==> src/rtl/pc_unit.sv <==
// Program-counter unit: owns the fetch PC and picks the next PC from flush, branch, RAS pop, stall or increment.
// Optional return-address stack enabled by defining PC_RAS_EN.
module pc_unit #(
    parameter int unsigned          XLEN         = 64,
    parameter logic [XLEN-1:0]      RESET_VECTOR = '0,
    parameter int unsigned          INC          = 4,
    parameter int unsigned          RAS_DEPTH    = 4
) (
    input  logic            clk,
    input  logic            reset_n,
    input  logic            stall,
    input  logic            flush_en,
    input  logic [XLEN-1:0] flush_pc,
    input  logic            branch_en,
    input  logic [XLEN-1:0] branch_pc,
    input  logic            ras_push,
    input  logic            ras_pop,
    output logic [XLEN-1:0] pc_out,
    output logic            pc_valid,
    output logic            misalign,
    output logic            ras_empty,
    output logic            ras_full
);
    localparam logic [XLEN-1:0] IncVal = XLEN'(INC);

    logic [XLEN-1:0] pc_q, pc_d;
    logic [XLEN-1:0] seq_pc;
    logic [XLEN-1:0] ras_top;
    logic            valid_q;
    logic            misalign_q, misalign_d;
    logic            pop_hit;
    logic            target_misaligned;

    assign seq_pc            = pc_q + IncVal;
    assign target_misaligned = (INC == 2) ? branch_pc[0] : (|branch_pc[1:0]);

`ifdef PC_RAS_EN
    localparam int unsigned PtrW = (RAS_DEPTH > 1) ? $clog2(RAS_DEPTH) : 1;
    localparam int unsigned CntW = $clog2(RAS_DEPTH + 1);
    localparam logic [CntW-1:0] Depth = CntW'(RAS_DEPTH);

    logic [XLEN-1:0] ras_q [RAS_DEPTH];
    logic [PtrW-1:0] ptr_q, ptr_d, wr_idx;
    logic [CntW-1:0] cnt_q, cnt_d;
    logic            ras_empty_q, ras_full_q;
    logic            ras_ok, push_go;

    // RAS moves only on a plain sequential cycle; any redirect or stall freezes it.
    assign ras_ok  = valid_q & ~stall & ~flush_en & ~branch_en;
    assign pop_hit = ras_ok & ras_pop & (cnt_q != '0);
    assign push_go = ras_ok & ras_push;
    assign ras_top = ras_q[ptr_q];
    assign wr_idx  = pop_hit ? ptr_q : ptr_q + 1'b1;

    always_comb begin
        ptr_d = ptr_q;
        cnt_d = cnt_q;
        if (push_go && !pop_hit) begin
            ptr_d = ptr_q + 1'b1;
            cnt_d = (cnt_q == Depth) ? cnt_q : cnt_q + 1'b1;
        end else if (pop_hit && !push_go) begin
            ptr_d = ptr_q - 1'b1;
            cnt_d = cnt_q - 1'b1;
        end
    end

    always_ff @(posedge clk or negedge reset_n) begin
        if (!reset_n) begin
            ptr_q       <= '0;
            cnt_q       <= '0;
            ras_empty_q <= 1'b1;
            ras_full_q  <= 1'b0;
        end else begin
            ptr_q       <= ptr_d;
            cnt_q       <= cnt_d;
            ras_empty_q <= (cnt_d == '0);
            ras_full_q  <= (cnt_d == Depth);
        end
    end

    always_ff @(posedge clk) begin
        if (push_go) begin
            ras_q[wr_idx] <= seq_pc;
        end
    end

    assign ras_empty = ras_empty_q;
    assign ras_full  = ras_full_q;
`else
    logic unused_ras;
    assign unused_ras = &{1'b0, ras_push, ras_pop};
    assign pop_hit    = 1'b0;
    assign ras_top    = '0;
    assign ras_empty  = 1'b1;
    assign ras_full   = 1'b0;
`endif

    // The first edge after reset only raises pc_valid, so RESET_VECTOR is fetched once.
    always_comb begin
        pc_d       = pc_q;
        misalign_d = misalign_q;
        if (valid_q) begin
            if (flush_en) begin
                pc_d       = flush_pc;
                misalign_d = 1'b0;
            end else if (branch_en) begin
                pc_d = branch_pc;
                if (target_misaligned) begin
                    misalign_d = 1'b1;
                end
            end else if (pop_hit) begin
                pc_d = ras_top;
            end else if (!stall) begin
                pc_d = seq_pc;
            end
        end
    end

    always_ff @(posedge clk or negedge reset_n) begin
        if (!reset_n) begin
            pc_q       <= RESET_VECTOR;
            valid_q    <= 1'b0;
            misalign_q <= 1'b0;
        end else begin
            pc_q       <= pc_d;
            valid_q    <= 1'b1;
            misalign_q <= misalign_d;
        end
    end

    assign pc_out   = pc_q;
    assign pc_valid = valid_q;
    assign misalign = misalign_q;

endmodule

==> config.mk <==
export PLATFORM = sky130hd
export DESIGN_NAME = pc_unit
export DESIGN_NICKNAME = d
export VERILOG_FILES = /design/src/rtl/pc_unit.sv
export SDC_FILE = /design/constraint.sdc
export NUM_CORES = 1
export LEC_CHECK = 0
export BUFFER_PORTS_ARGS = -buffer_cell sky130_fd_sc_hd__buf_2
export CAP_MARGIN = 30
export CORE_AREA = 2 2 112 114
export DETAILED_ROUTE_END_ITERATION = 7
export DIE_AREA = 0 0 114 116
export HOLD_SLACK_MARGIN = 0.05
export PLACE_DENSITY = 0.73
export SKIP_LAST_GASP = 1
export SYNTH_ARGS = -nofsm -noshare
export SYNTH_HDL_FRONTEND = slang
export SYNTH_SLANG_ARGS = --single-unit
export TNS_END_PERCENT = 20
==> constraint.sdc <==
create_clock -name clk -period 3.9 [get_ports clk]
set_input_delay 0 -clock clk [delete_from_list [all_inputs] [get_ports clk]]
set_output_delay 0 -clock clk [all_outputs]
set_load 0.02 [all_outputs]
# Word level (Yosys, flattened, before mapping)
# Cells that the tools add are included.
# op_classes
add_sub_neg	1
eq_ne	1
mux	6
reduce_logical	5
# op_table
cell	count
64-bit 2-to-1 mux	3
64-bit by 3-bit adder with 64-bit output, second input constant	1
2-bit nonzero test	2
1-bit 2-to-1 mux	3
3-bit by 1-bit inequality test with 1-bit output, second input constant	1
3-bit AND reduction	1
2-bit AND reduction	1
2-bit OR reduction	1
# totals
regBits	66
in_bits	135
output_inout_bits	68
word_cells	16

# Longest topological paths before layout
# logic_depth
ltp_word	4
mapped_depth	8
mapped_depth_nobuf	7

# Worst setup path before layout
# OpenSTA, ideal clock, no wires.
# synth_timing
kind	register -> register
start	register pc_q[9] (netlist: pc_out[9])
end	register pc_q[41] (netlist: pc_out[41])
setup_time_ns	0.138
t_arrival_ns	2.054
t_required_ns	3.762
path_slack_ns	1.708
stages_incl_launch_ff	8
n_path_buf	1
period_less_slack_ns	2.192
path_cell_list	dfrtp_1 -> buf_2 -> and4_4 -> nand4_4 -> or4b_4 -> or3_1 -> a21oi_1 -> o22ai_1
# synth_via
elab_chain_cells	4
# synth_lines
element	line	rtl
start: declaration	26	logic [XLEN-1:0] pc_q, pc_d;
start signal: assignment	125	pc_q <= pc_d;
64-bit by 3-bit adder with 64-bit output	34	assign seq_pc = pc_q + IncVal;
64-bit 2-to-1 mux	113	end else if (!stall) begin
64-bit 2-to-1 mux	106	end else if (branch_en) begin
64-bit 2-to-1 mux	103	if (flush_en) begin
# No other way between the ends. The select of a mux whose other input is x is not followed.
# A chain may end at the register's enable or synchronous reset.

# Worst setup path after layout
# layout_timing
start	register pc_q[31] (netlist: pc_out[31])
end	register pc_q[48] (netlist: pc_out[48])
# Same word-level chain as after synthesis.

==> summary.md <==
| Metric | Value |
|---|---|
| Status | finished, final reports clean |
| Clock slew at reported path FFs | ~0.06 ns |
| Chip height | 116 um |
| Crit path kind | reg -> reg |
| Via Count | 6,444 |
| Std cell rows | 40 |
| Yosys top cell area share | 31.28% |
| Hold path cells | 3 |
| Final antenna-violating net count | 0 |
| Nets | around 1.1k |
| Hold Vio Cnt, Final | 0 |
| Post-synth EDFFs | 0 |
| GPL Wtd Cong | around 0.9 |
| NetSw | 0.9495 mW |
| Busiest grt layer | met2 |
| Yosys cell types | 69 |
| Worst Setup End Kind | register |
| VDD IR-drop max | 0.0002523 V |
| Number of global-route vias before repair | 6,144 |
| Switching Share | 36.06% |
| Largest net degree at the start of global routing | 78 |
| Pleak | 3.141 nW |
| Seq/Total Area, Yosys | 31.28% |
| RSZ-0062 raised after global routing | no |
| Die width | 114 um |
| Min Hold Slack | 0.05368 ns |
| Clk pwr share | between 30% and 40% |
| Layout cells sized above 1 | between 20% and 30% |
| Met2 Usage GRT | 50.67% |
| Io pins | 203 |
| Non-Filler Instances | 1,082 |
| DRC errors left | 0 |
| Critical Path RT | 4.17 ns |
| Global-route wire length before repair | between 30 and 40 mm |
| Placed inst area | 6337 um2 |
| Yosys top cell by area | dfrtp_1 |
| H-tree depth reported by CTS | 3 |
| First-pass detailed-route iteration total | 5 |
| FF-to-FF path depth | 7 |
| Period utilisation layout | 78.38% |
| TritonCTS Buffers | 9 |
| Final global-route overflow total | 0 |
| Final Power | 2.633 mW |
| Reg power frac | 36.7% |
| WP data arrival | 3.33 ns |
| Iter 0 DRT Violations | ~570 |
| Setup TNS | 0 ns |
| Core area | 11,910 um2 |
| CP startpoint kind | register |
| Final wirelength | ~20 mm |
| GR Util All Layers | 29.50% |
| CTS root buf | clkbuf_16 |
| Top post-synthesis cells by area | dfrtp_1 (31%), o21ai_0 (6.1%), nand2_1 (5.8%) |
| Fin area | around 7400 um2 |
| Post-layout minimum cycle time | 3.057 ns |
| Dpl cells | 991 |
| Combinational share of power | between 30 and 40% |
| GRT met1 Usage | ~37% |
| Avg Cell Area, Syn | 7.708 um2 |
| Worst Max-Slew Pin Slew | 1.009 ns |
| Detailed-placement wirelength estimate | between 10 and 15 mm |
| Max-cap violations | 0 |
| Max_slew headroom | 32.67% |
| Internal power | 1.683 mW |
| Ys async rst share | 100.0% |
| Met3 Use GR | 5.910% |
| Detailed-route wire length per cell | 18.24 um |
| Mapped Area | between 5000 and 6000 um2 |
| Vias per cell | 5.956 |
| TritonCTS clock tree | done |
| Synth Flop Type | dfrtp_1 |
| HP Class | in -> reg |
| Post-CTS Resized | 0 |
| CTS Buffer Depth | 2 |
| Initial antenna violation count | 1 |
| Post-Syn Instances | 685 |
| Max frequency | around 330 MHz |
| Die area | between 10,000 and 15,000 um2 |
| Register bit count reported by yosys | 66 |
| Final setup fails | 0 |
| Pwr/cell area | between 300 and 400 nW/um2 |
| YS warnings | 0 |
| Worst Clk Skew | 0.005238 ns |
| CTS sink count | between 60 and 70 |
| Number of I/O port buffers | 198 |
| Initial core utilization | approximately 44% |
| Clock Latency Late Sink | 0.34 ns |
| Crit-path max FO | 12 |
| Area delta synth->final | 39.93% |
| Max Slew Vio Count | 0 |
## kinds of logic (layout without fill, tap and decap cells)
logic type	after synthesis	count (layout)	share of synthesized area, %
compound gates	218	218	27.06
xor+xnor	20	20	3.318
fa+ha+maj	1	1	0.2369
buf+inv	61	308	4.952
flops	66	66	31.28
mux	12	12	2.275
other cells	2	5	0.1422
simple gates	305	305	30.73
## state kept, by name (all words and copies together) (netlist names)
name and flops:
pc_out 64, pc_valid 1, misalign 1
## cell usage in the layout, fill, tap and decap left out, types with 9 or more instances in the layout
cell / synthesis / final
a21oi_1: 47 / 47
a221oi_1: 12 / 12
and3_1: 17 / 17
buf_2: 4 / 198
clkbuf_16: 0 / 9
dfrtp_1: 66 / 66
dlygate4sd3_1: 0 / 74
inv_1: 12 / 12
mux2i_1: 12 / 12
nand2_1: 81 / 81
nand2b_1: 13 / 13
nand3_1: 23 / 23
nand4_1: 24 / 24
nor2_1: 65 / 65
nor3_1: 24 / 24
nor4_1: 9 / 9
o21ai_0: 64 / 64
o22ai_1: 9 / 9
xor2_1: 12 / 12
## metrics by stage
step / worst slack, ns / util, %
2_1_floorplan: 1.708 / -
3_3_place_gp: 1.160 / 52.97
5_1_grt: 0.5894 / 62.01
6_report: 0.8431 / 62.03
3_5_place_dp: 1.115 / 53.20
4_1_cts: 0.8350 / 61.99
## worst paths after layout
kind	endpoint	from	slack [ns]
worst max-delay path	pc_out[48]	pc_out[31]	0.84
worst min-delay path	pc_out[53]	flush_pc[53]	0.05
worst max register to register	pc_out[48]	pc_out[31]	0.84
worst min register to register	misalign	misalign	0.53
max in group asynchronous	pc_out[3]	reset_n	2.62
min in group asynchronous	pc_out[45]	reset_n	0.27
## synthesized netlist by cell type, types with 8 or more instances
master / instances
nand2_1: 81
dfrtp_1: 66
nor2_1: 65
o21ai_0: 64
a21oi_1: 47
clkbuf_1: 32
nand4_1: 24
nor3_1: 24
nand3_1: 23
and3_1: 17
nand2b_1: 13
a221oi_1: 12
inv_1: 12
mux2i_1: 12
xor2_1: 12
nor4_1: 9
o22ai_1: 9
o31ai_1: 8
or3_1: 8
xnor2_1: 8
## per-layer routing
metal	vias to the layer above	share of wire, %
met5	-	0
met4	0	2.1
met3	32	7.4
met2	293	49
met1	3045	42
li1	3074	-
## area by class of cell
class	instances	area (um2)
Multi-Input combinational cell	559	3382
Fill cell	1053	4523
Antenna cell	2	5.005
Clock buffer	13	270.3
Clock inverter	2	35.03
Tap cell	147	183.9
Inverter	13	48.80
Sequential cell	66	1652
Timing Repair Buffer	280	1812
## timing repair
item,4_1_cts,5_1_grt
endpoints found under the hold margin,82,0
hold buffers,74,0
buffers inserted,0,0
## power by group through the flow
| stage | clock network (mW) | logic (mW) | registers, mW |
|---|---|---|---|
| floorplan | 0 | 0.338 | 1.05 |
| global placement | 0 | 0.714 | 0.966 |
| detailed placement | 0 | 0.726 | 0.972 |
| CTS | 0.861 | 0.805 | 0.961 |
| global route | 0.889 | 0.883 | 0.986 |
| finish | 0.854 | 0.811 | 0.967 |
## worst max-delay path, stage by stage (launching register included)
cell and delay, ns:
dfrtp_1 0.52, nand4_1 0.29, nor4_1 0.37, nand4_1 0.57
nor4_1 0.38, a211o_1 0.15, a32o_1 0.15, dlygate4sd3_1 0.55
No activity file was read; power rests on OpenSTA's default activity.
